<file path="config.mk">
export PLATFORM = sky130hd
export DESIGN_NAME = master_bus_if_flat
export DESIGN_NICKNAME = d
export VERILOG_FILES = /design/src/rtl/master_bus_if_pkg.sv /design/src/rtl/master_bus_if_if.sv /design/src/rtl/master_bus_if_rx_pattern_det.sv /design/src/rtl/master_bus_if.sv /design/src/flat_wrapper.sv
export SDC_FILE = /design/constraint.sdc
export NUM_CORES = 1
export LEC_CHECK = 0
export BUFFER_PORTS_ARGS = -buffer_cell sky130_fd_sc_hd__clkbuf_2
export CORE_MARGIN = 2
export CORE_UTILIZATION = 45
export CTS_CLUSTER_SIZE = 16
export DETAILED_ROUTE_END_ITERATION = 8
export PLACE_DENSITY = 0.63
export RECOVER_POWER = 50
export SYNTH_ARGS = -nofsm -noshare
export SYNTH_HDL_FRONTEND = slang
export SYNTH_SLANG_ARGS = --single-unit
</file>
<file path="constraint.sdc">
create_clock -name clk -period 2.7 [get_ports clk]
set_input_delay 0 -clock clk [delete_from_list [all_inputs] [get_ports clk]]
set_output_delay 0 -clock clk [all_outputs]
set_load 0.03 [all_outputs]
</file>
<file path="src/rtl/master_bus_if_pkg.sv">
// Shared types and constants for the master-side serial link engine.
package bus_pkg;

    typedef enum logic [3:0] {
        IDLE,
        PRE,
        ID,
        WAIT_RESP,
        COM,
        SPLIT,
        END0,
        END1,
        NAKD,
        BACKOFF
    } mbi_state_t;

    localparam logic [2:0] PAT_ACK      = 3'b101;
    localparam logic [2:0] PAT_NAK      = 3'b110;
    localparam logic [2:0] PAT_SPL      = 3'b010;
    localparam int         PREAMBLE_LEN = 3;

endpackage

</file>
<file path="src/rtl/master_bus_if_if.sv">
// Core-side request signals and serial line pair of the master link engine.
interface mbi_if #(
    parameter int S_ID_WIDTH = 2
);
    logic                  req;
    logic [S_ID_WIDTH-1:0] slave_id;
    logic                  core_done;
    logic                  bus_tx;
    logic                  bus_rx;
    logic                  granted;
    logic                  split;
    logic                  nak_o;
    logic                  busy;

    modport master (
        input  req, slave_id, core_done, bus_rx,
        output bus_tx, granted, split, nak_o, busy
    );

    modport slave (
        output req, slave_id, core_done, bus_rx,
        input  bus_tx, granted, split, nak_o, busy
    );

endinterface

</file>
<file path="src/rtl/master_bus_if_rx_pattern_det.sv">
// Response detector: two stored bits plus the live bit form the 3-bit window (newest in LSB).
module rx_pattern_det
    import bus_pkg::*;
(
    input  logic clk,
    input  logic rstN,
    input  logic i_clr,
    input  logic i_bit,
    output logic o_ack,
    output logic o_nak,
    output logic o_spl
);
    logic [1:0] r_hist;
    logic [2:0] w_window;

    // Matching on the live bit lets the FSM react on the edge the last pattern bit arrives.
    assign w_window = {r_hist, i_bit};

    always_ff @(posedge clk) begin
        if (!rstN || i_clr) begin
            r_hist <= '0;
        end else begin
            r_hist <= w_window[1:0];
        end
    end

    assign o_ack = (w_window == PAT_ACK);
    assign o_nak = (w_window == PAT_NAK);
    assign o_spl = (w_window == PAT_SPL);

endmodule

</file>
<file path="src/rtl/master_bus_if.sv">
// Master-side serial link engine: request frame, ack/nak/split tracking, end frame.
// Define MASTER_BUS_IF_RETRY_EN to retry refused requests after a growing backoff.
module master_bus_if
    import bus_pkg::*;
#(
    parameter int NO_SLAVES  = 3,
    parameter int S_ID_WIDTH = $clog2(NO_SLAVES + 1),
    parameter int TIMEOUT    = 16,
    parameter int MAX_RETRY  = 3
) (
    input logic   clk,
    input logic   rstN,
    mbi_if.master bus
);
    localparam int BACKOFF_MAX = 4 * (MAX_RETRY + 1);
    localparam int CNT_MAX     = (TIMEOUT > BACKOFF_MAX) ? TIMEOUT : BACKOFF_MAX;
    localparam int CNT_W       = $clog2(CNT_MAX + 1);

    mbi_state_t            r_state, w_nextState;
    logic [CNT_W-1:0]      r_cnt, w_cntNext;
    logic [S_ID_WIDTH-1:0] r_id, w_idShifted;
    logic                  r_busTx, r_granted, r_split, r_nak, r_busy;
    logic                  w_txNext, w_nakNext, w_latchId, w_clrRx;
    logic                  w_rxAck, w_rxNak, w_rxSpl;
`ifdef MASTER_BUS_IF_RETRY_EN
    localparam int RTY_W = $clog2(MAX_RETRY + 1);
    logic [RTY_W-1:0]      r_retry;
    logic                  w_retryInc, w_retryClr;
`endif

    rx_pattern_det u_rxDet (
        .clk   (clk),
        .rstN  (rstN),
        .i_clr (w_clrRx),
        .i_bit (bus.bus_rx),
        .o_ack (w_rxAck),
        .o_nak (w_rxNak),
        .o_spl (w_rxSpl)
    );

    always_comb begin
        w_nextState = r_state;
        w_latchId   = 1'b0;
        w_nakNext   = 1'b0;
`ifdef MASTER_BUS_IF_RETRY_EN
        w_retryInc  = 1'b0;
        w_retryClr  = 1'b0;
`endif
        case (r_state)
            IDLE: begin
                if (bus.req) begin
                    if (bus.slave_id != '0) begin
                        w_nextState = PRE;
                        w_latchId   = 1'b1;
                    end else begin
                        w_nakNext = 1'b1;
                    end
                end
            end
            PRE:  if (r_cnt == CNT_W'(PREAMBLE_LEN - 1)) w_nextState = ID;
            ID:   if (r_cnt == CNT_W'(S_ID_WIDTH - 1)) w_nextState = WAIT_RESP;
            WAIT_RESP: begin
                // ACK is checked first so it beats a timeout landing on the same cycle.
                if (w_rxAck) begin
                    w_nextState = COM;
`ifdef MASTER_BUS_IF_RETRY_EN
                    w_retryClr  = 1'b1;
`endif
                end else if (w_rxNak || r_cnt == CNT_W'(TIMEOUT - 1)) begin
                    w_nextState = NAKD;
`ifdef MASTER_BUS_IF_RETRY_EN
                    w_nakNext   = (r_retry == RTY_W'(MAX_RETRY));
`else
                    w_nakNext   = 1'b1;
`endif
                end
            end
            COM: begin
                if (bus.core_done)  w_nextState = END0;
                else if (w_rxSpl)   w_nextState = SPLIT;
            end
            SPLIT: if (w_rxAck) w_nextState = COM;
            END0:  w_nextState = END1;
            END1:  w_nextState = IDLE;
`ifdef MASTER_BUS_IF_RETRY_EN
            NAKD:  w_nextState = (r_retry == RTY_W'(MAX_RETRY)) ? IDLE : BACKOFF;
            BACKOFF: begin
                if (r_cnt == CNT_W'({r_retry, 2'b11})) begin
                    w_nextState = PRE;
                    w_retryInc  = 1'b1;
                end
            end
`else
            NAKD:  w_nextState = IDLE;
`endif
            default: w_nextState = IDLE;
        endcase

        w_cntNext   = (w_nextState != r_state) ? '0 : r_cnt + CNT_W'(1);
        w_idShifted = r_id << w_cntNext;
        w_clrRx     = (w_nextState == WAIT_RESP) && (r_state != WAIT_RESP);

        w_txNext = 1'b0;
        case (w_nextState)
            PRE, COM, END1: w_txNext = 1'b1;
            ID:             w_txNext = w_idShifted[S_ID_WIDTH-1];
            default:        w_txNext = 1'b0;
        endcase
    end

    // Outputs are registered from the next state so they line up with the state they describe.
    always_ff @(posedge clk) begin
        if (!rstN) begin
            r_state   <= IDLE;
            r_cnt     <= '0;
            r_id      <= '0;
            r_busTx   <= 1'b0;
            r_granted <= 1'b0;
            r_split   <= 1'b0;
            r_nak     <= 1'b0;
            r_busy    <= 1'b0;
        end else begin
            r_state   <= w_nextState;
            r_cnt     <= w_cntNext;
            if (w_latchId) r_id <= bus.slave_id;
            r_busTx   <= w_txNext;
            r_granted <= (w_nextState == COM);
            r_split   <= (w_nextState == SPLIT);
            r_nak     <= w_nakNext;
            r_busy    <= (w_nextState != IDLE);
        end
    end

`ifdef MASTER_BUS_IF_RETRY_EN
    always_ff @(posedge clk) begin
        if (!rstN || r_state == IDLE || w_retryClr) begin
            r_retry <= '0;
        end else if (w_retryInc) begin
            r_retry <= r_retry + RTY_W'(1);
        end
    end
`endif

    assign bus.bus_tx  = r_busTx;
    assign bus.granted = r_granted;
    assign bus.split   = r_split;
    assign bus.nak_o   = r_nak;
    assign bus.busy    = r_busy;

endmodule
</file>
<file path="src/flat_wrapper.sv">
// flat-port wrapper written by rule: the top's interface ports become plain ports
module master_bus_if_flat import bus_pkg::*;
#(
    parameter int NO_SLAVES  = 3,
    parameter int S_ID_WIDTH = $clog2(NO_SLAVES + 1),
    parameter int TIMEOUT    = 16,
    parameter int MAX_RETRY  = 3
)
  (clk, rstN, bus_req, bus_slave_id, bus_core_done, bus_bus_rx, bus_bus_tx, bus_granted, bus_split, bus_nak_o, bus_busy);
  mbi_if #(.S_ID_WIDTH(S_ID_WIDTH)) bus_i ();
  input logic clk;
  input logic rstN;
  input wire logic [$bits(bus_i.req)-1:0] bus_req;
  input wire logic [$bits(bus_i.slave_id)-1:0] bus_slave_id;
  input wire logic [$bits(bus_i.core_done)-1:0] bus_core_done;
  input wire logic [$bits(bus_i.bus_rx)-1:0] bus_bus_rx;
  output wire logic [$bits(bus_i.bus_tx)-1:0] bus_bus_tx;
  output wire logic [$bits(bus_i.granted)-1:0] bus_granted;
  output wire logic [$bits(bus_i.split)-1:0] bus_split;
  output wire logic [$bits(bus_i.nak_o)-1:0] bus_nak_o;
  output wire logic [$bits(bus_i.busy)-1:0] bus_busy;
  assign bus_i.req = bus_req;
  assign bus_i.slave_id = bus_slave_id;
  assign bus_i.core_done = bus_core_done;
  assign bus_i.bus_rx = bus_bus_rx;
  assign bus_bus_tx = bus_i.bus_tx;
  assign bus_granted = bus_i.granted;
  assign bus_split = bus_i.split;
  assign bus_nak_o = bus_i.nak_o;
  assign bus_busy = bus_i.busy;
  master_bus_if #(.NO_SLAVES(NO_SLAVES), .S_ID_WIDTH(S_ID_WIDTH), .TIMEOUT(TIMEOUT), .MAX_RETRY(MAX_RETRY)) u_core (.clk(clk), .rstN(rstN), .bus(bus_i));
endmodule
</file>
Word level (Yosys, flattened, before mapping) --
Index checks and enable logic that the tools add are counted.
Word-level totals: register bits 18, bits of input ports 7
Operators by class: add/subtract/negate cells 1, equality and inequality tests 20, shift operators 1, multiplexer cells 20, reductions and logical operators 8
Operators by type and width (number):
- 4-bit 2-to-1 mux | 9
- 4-bit case mux with 7 select lines | 1
- 4-bit by 3-bit == test with 1-bit output (second input constant) | 6
- 4-bit by 2-bit == test with 1-bit output (second input constant) | 4
- 4-bit by 1-bit == test with 1-bit output (second input constant) | 2
- 1-bit 2-to-1 mux | 7
- 3-bit == test (second input constant) | 2
- 5-bit by 1-bit adder with 5-bit output (second input constant) | 1
- 5-bit by 1-bit == test with 1-bit output (second input constant) | 1
- 5-bit by 2-bit == test with 1-bit output (second input constant) | 1
- 5-bit by 4-bit == test with 1-bit output (second input constant) | 1
- 5-bit 2-to-1 mux | 1
- 2-bit by 5-bit << shifter with 2-bit output | 1
- 4-bit logical NOT | 1
- 4-bit by 2-bit inequality test with 1-bit output (second input constant) | 1
- 4-bit inequality test | 1
- 1-bit case mux with 2 select lines | 2
- 4-bit nonzero test | 1
- 3-bit by 2-bit == test with 1-bit output (second input constant) | 1
- 3-bit OR reduction | 1
- 1-bit logical OR | 2
- 2-bit nonzero test | 1
- 1-bit logical AND | 1
- 1-bit logical NOT | 1

Longest topological paths before layout --
depth in word-level cells 9, mapped depth 8, gate-level depth less buffers 8

Cells and area by module --
From an unflattened synthesis, not the netlist that was laid out.
Second synthesis, totals: cell total of the unflattened synthesis 115, area total of the unflattened synthesis 1044.8 um^2
By module, submodules not included:
- master_bus_if | times used 1, cells an instance 108, area an instance 955.9 um^2, seq. area each 320.3 um^2
- rx_pattern_det | times used 1, cells an instance 7, area an instance 88.8 um^2, seq. area each 40.0 um^2

Worst setup path before layout --
Ideal clock, no wire load.
path type register -> register, start point register u_core.r_cnt[0], end point register u_core.r_busTx (netlist: u_core.bus.bus_tx), library setup time 0.058 ns, arrival time 2.087 ns, data required time 2.642 ns, path slack 0.555 ns, stages on the path, launching flop included 9, path buffers 0, period minus slack after synthesis 2.145 ns, cells stage by stage dfxtp_1 ha_1 and3_1 ha_1 a2111o_1 a31oi_4 o2111ai_2 a2111oi_2 a211o_1
On the way: word-level cells in the longest chain between the ends 9, elaborated cells on any way between the ends 19, classes of those cells add/sub: 1; eq/ne: 8; shift: 1; mux: 7; reduce/logical: 2
Ends and longest elaborated chain:
- from (decl) | RTL line master_bus_if.sv:20 | logic [CNT_W-1:0] r_cnt, w_cntNext;
- from (signal assigned) | RTL line master_bus_if.sv:124 | r_cnt <= w_cntNext;
- 5-bit by 4-bit == test with 1-bit output | RTL line master_bus_if.sv:69 | end else if (w_rxNak || r_cnt == CNT_W'(TIMEOUT - 1)) begin
- 1-bit logical OR | RTL line master_bus_if.sv:69
- 4-bit 2-to-1 mux | RTL line master_bus_if.sv:69
- 4-bit 2-to-1 mux | RTL line master_bus_if.sv:64 | if (w_rxAck) begin
- 4-bit case mux with 7 select lines | RTL line master_bus_if.sv:49 | case (r_state)
- 4-bit inequality test | RTL line master_bus_if.sv:99 | w_cntNext = (w_nextState != r_state) ? '0 : r_cnt + CNT_W'(1);
- 5-bit 2-to-1 mux | RTL line master_bus_if.sv:99
- 2-bit by 5-bit << shifter with 2-bit output | RTL line master_bus_if.sv:100 | w_idShifted = r_id << w_cntNext;
- 1-bit case mux with 2 select lines * | RTL line master_bus_if.sv:104 | case (w_nextState)
- to (signal assigned) | RTL line master_bus_if.sv:126 | r_busTx <= w_txNext;
- to (decl) | RTL line master_bus_if.sv:22 | logic r_busTx, r_granted, r_split, r_nak, r_busy;
Every way passes the cells marked *; elsewhere a longest branch is shown, timed or not. A chain may end at the register's enable or synchronous reset.

Final worst setup path --
Ends and elaborated chain as after synthesis.

==> key figures <==
Run status
  – Status: completed

CTS
  – CTS Buf Count: 3
  – Number of setup buffers added after CTS: 0
  – Clk buf depth: 2
  – CTS Hold Bufs: 3
  – Reg clk slew, reported paths: 0.10 ns
  – Clk_lat worst skew: 0.29 ns
  – Post-cts sizing count: 0
  – Clock tree sinks: 18
  – CTS root buffer: clkbuf_4
  – CTS H-tree depth: 1
  – CTS tree: built

Worst setup path
  – CP Max Fanout: 8
  – CP arrival: 2.55 ns
  – Critical path capture point type: register
  – CP most frequent cell: ha_1
  – Critical Path RT: 2.94 ns
  – R2r setup slk: 0.39 ns
  – Setup crit start kind: register
  – Worst-path cell chain: ha_1, and3_1, ha_1, a2111o_1, a31oi_4, o2111ai_2, a2111oi_2, a211o_1
  – CP max-delay cell: a2111o_1
  – Setup CP Type: register to register
  – Slowest cell delay on critical path: 0.46 ns

Placement
  – Placer congestion estimate: 0.893
  – Placed Instance Area: 1040 sq um
  – Hpwl dp: 1450 um
  – Port Buf Inserts: 11
  – Dpl ws: 0.425 ns

Finish
  – Area Overhead vs Synth: 10.3%
  – Fin area: 1090 sq um
  – # fillers: 195
  – # diodes: 0
  – Final-stage net count: 139
  – Layout cell share with drive strength beyond 1: 13.5%

STA
  – Setup tns final: 0 ns
  – Max Freq: 432 MHz
  – Part of the cycle the worst path needs: 85.7%
  – Slew Viols, Final: 0
  – Final Critical Period: 2.31 ns
  – Clock Skew: 0.00534 ns
  – RSZ-0062 raised after global routing: false
  – PnR worst setup slack: 0.385 ns
  – Tightest hold margin: 0.0224 ns
  – Final Hold Violating Endpoints: 0
  – Setup-failing EPs final: 0
  – Relative slew slack: 61.1%
  – Worst slew pin tran: 0.575 ns

Die
  – Die Area: 2580 sq um
  – Core area: 2020 sq um
  – Die extent in x: 50.8 um
  – Initial core utilization: 48.8%
  – Die span in y: 50.8 um
  – # IOs: 12
  – # rows: 16

Synth
  – Synth cell types: 43
  – Synth Area per Inst: 8.73 sq um
  – Cell Area, Synth: 986 sq um
  – Count of mapped cells out of synthesis: 113
  – Post-synth top flop: dfxtp_1
  – Ys Warns: 0
  – #FFs+latches synth: 18
  – FFs w/ async S/R, synth: 0%
  – Net count after synthesis: 124
  – Number of synthesized flops with an enable pin: 0
  – Register area share after synthesis: 36.5%

Global route
  – Total GRT Usage: 18.0%
  – Pin count of the biggest net entering global routing: 12
  – Vias in the first global route: 811
  – Initial antenna violation count: 0
  – Grt ovf: 0
  – First-pass GRT wire length: 3460 um

Detailed routing
  – Detail Route Antenna Nets: 0
  – Drt total wl: 1960 um
  – Number of vias per cell: 5.50
  – 1st-pass router iterations: 4
  – Drt wl/cell: 12.8 um
  – # DRC: 0
  – First-iteration detailed-routing DRC count: 21
  – Vias: 842

Hold path
  – Hold Path Class: primary input to register

Power and ir drop
  – PwrDens: 503 nW/um^2
  – Pleak: 0.426 nW
  – Largest vdd supply drop: 0.000359 V

Run
  – Max cap viols: 0
[Yosys cell counts, types with 2 or more instances]
cell / count / share of area [%]
a21oi_1: 8 / 4.1
and3_1: 5 / 3.2
buf_6: 2 / 2.3
dfxtp_1: 18 / 37
ha_1: 4 / 5.1
inv_1: 7 / 2.7
nand2_1: 12 / 4.6
nand3_1: 3 / 1.5
nand3b_1: 2 / 1.5
nand4_1: 3 / 1.9
nor2_1: 10 / 3.8
nor4b_1: 2 / 1.8
o2111ai_1: 3 / 2.7
o21ai_0: 4 / 2.0
xor2_1: 2 / 1.8
[final cells by class]
class | count | area (sq um) | area share, %
sequential | 18 | 360 | 33.1
inverter | 7 | 26.3 | 2.42
timing repair buffer | 14 | 78.8 | 7.25
multi-input combinational | 84 | 566 | 52.0
tap | 27 | 33.8 | 3.11
clock buffer | 3 | 22.5 | 2.07
[layer usage]
| layer | GRT usage [%] | routed length (um) | up-vias |
|---|---|---|---|
| li1 | - | - | 440 |
| met1 | 24.1 | 1020 | 383 |
| met2 | 27.6 | 837 | 15 |
| met3 | 3.51 | 66 | 4 |
| met4 | 9.01 | 36 | 0 |
| met5 | 0 | 0 | - |
[kinds of logic after synthesis]
| group | Yosys count | share of synthesized area [%] |
|---|---|---|
| AND/OR/NAND/NOR | 51 | 28.4 |
| buffers and inverters | 11 | 6.09 |
| AO/OA/AOI/OAI | 26 | 21.2 |
| flip-flops | 18 | 36.5 |
| XOR/XNOR | 3 | 2.67 |
| adder cells (fa/ha/maj) | 4 | 5.08 |
[critical path, delay by kind of cell, from the launching register on]
kind / cells / cell delay (ns)
AO/OA/AOI/OAI: 5 / 1.25
adder cells (fa/ha/maj): 2 / 0.44
flip-flops: 1 / 0.38
AND/OR/NAND/NOR: 1 / 0.18
[per-stage QoR]
step | power [mW] | util [%] | cells
4_1_cts | 0.550 | 54.1 | 153
3_3_place_gp | 0.418 | 51.5 | 147
5_1_grt | 0.577 | 53.8 | 153
6_report | 0.547 | 53.8 | 153
3_5_place_dp | 0.418 | 51.5 | 147
2_1_floorplan | 0.391 | - | 113
[registers in the layout, indices dropped and copies added, names as in the netlist]
signal,flops
u_core.bus.bus_tx,1
u_core.r_id,2
u_core.bus.nak_o,1
u_core.bus.granted,1
u_core.u_rxDet.r_hist,2
u_core.bus.busy,1
u_core.r_state,4
u_core.bus.split,1
u_core.r_cnt,5
[report_power, final]
part           leakage, nW  switching, mW  internal, mW
combinational        0.265         0.0681        0.0470
clock               0.0138         0.0806        0.0519
sequential           0.147         0.0176         0.282
[layout by cell type (no fill, tap or decap), types with 3 or more instances in the layout]
| cell type | instances |
|---|---|
| dfxtp_1 | 18 |
| nand2_1 | 12 |
| nor2_1 | 10 |
| a21oi_1 | 8 |
| inv_1 | 7 |
| clkbuf_2 | 6 |
| and3_1 | 5 |
| clkbuf_1 | 5 |
| o21ai_0 | 4 |
| ha_1 | 4 |
| o2111ai_1 | 3 |
| nand4_1 | 3 |
| nand3_1 | 3 |
| clkbuf_4 | 3 |
| dlygate4sd3_1 | 3 |
[worst paths after layout]
kind / from / end / cells past startpoint
max: u_core.r_cnt[0] / u_core.bus.bus_tx / 8
min: bus_bus_rx / u_core.u_rxDet.r_hist[0] / 2
max reg2reg: u_core.r_cnt[0] / u_core.bus.bus_tx / 8
min reg2reg: u_core.r_id[0] / u_core.r_id[0] / 2
Note: power is estimated with default switching activity, not from simulation.
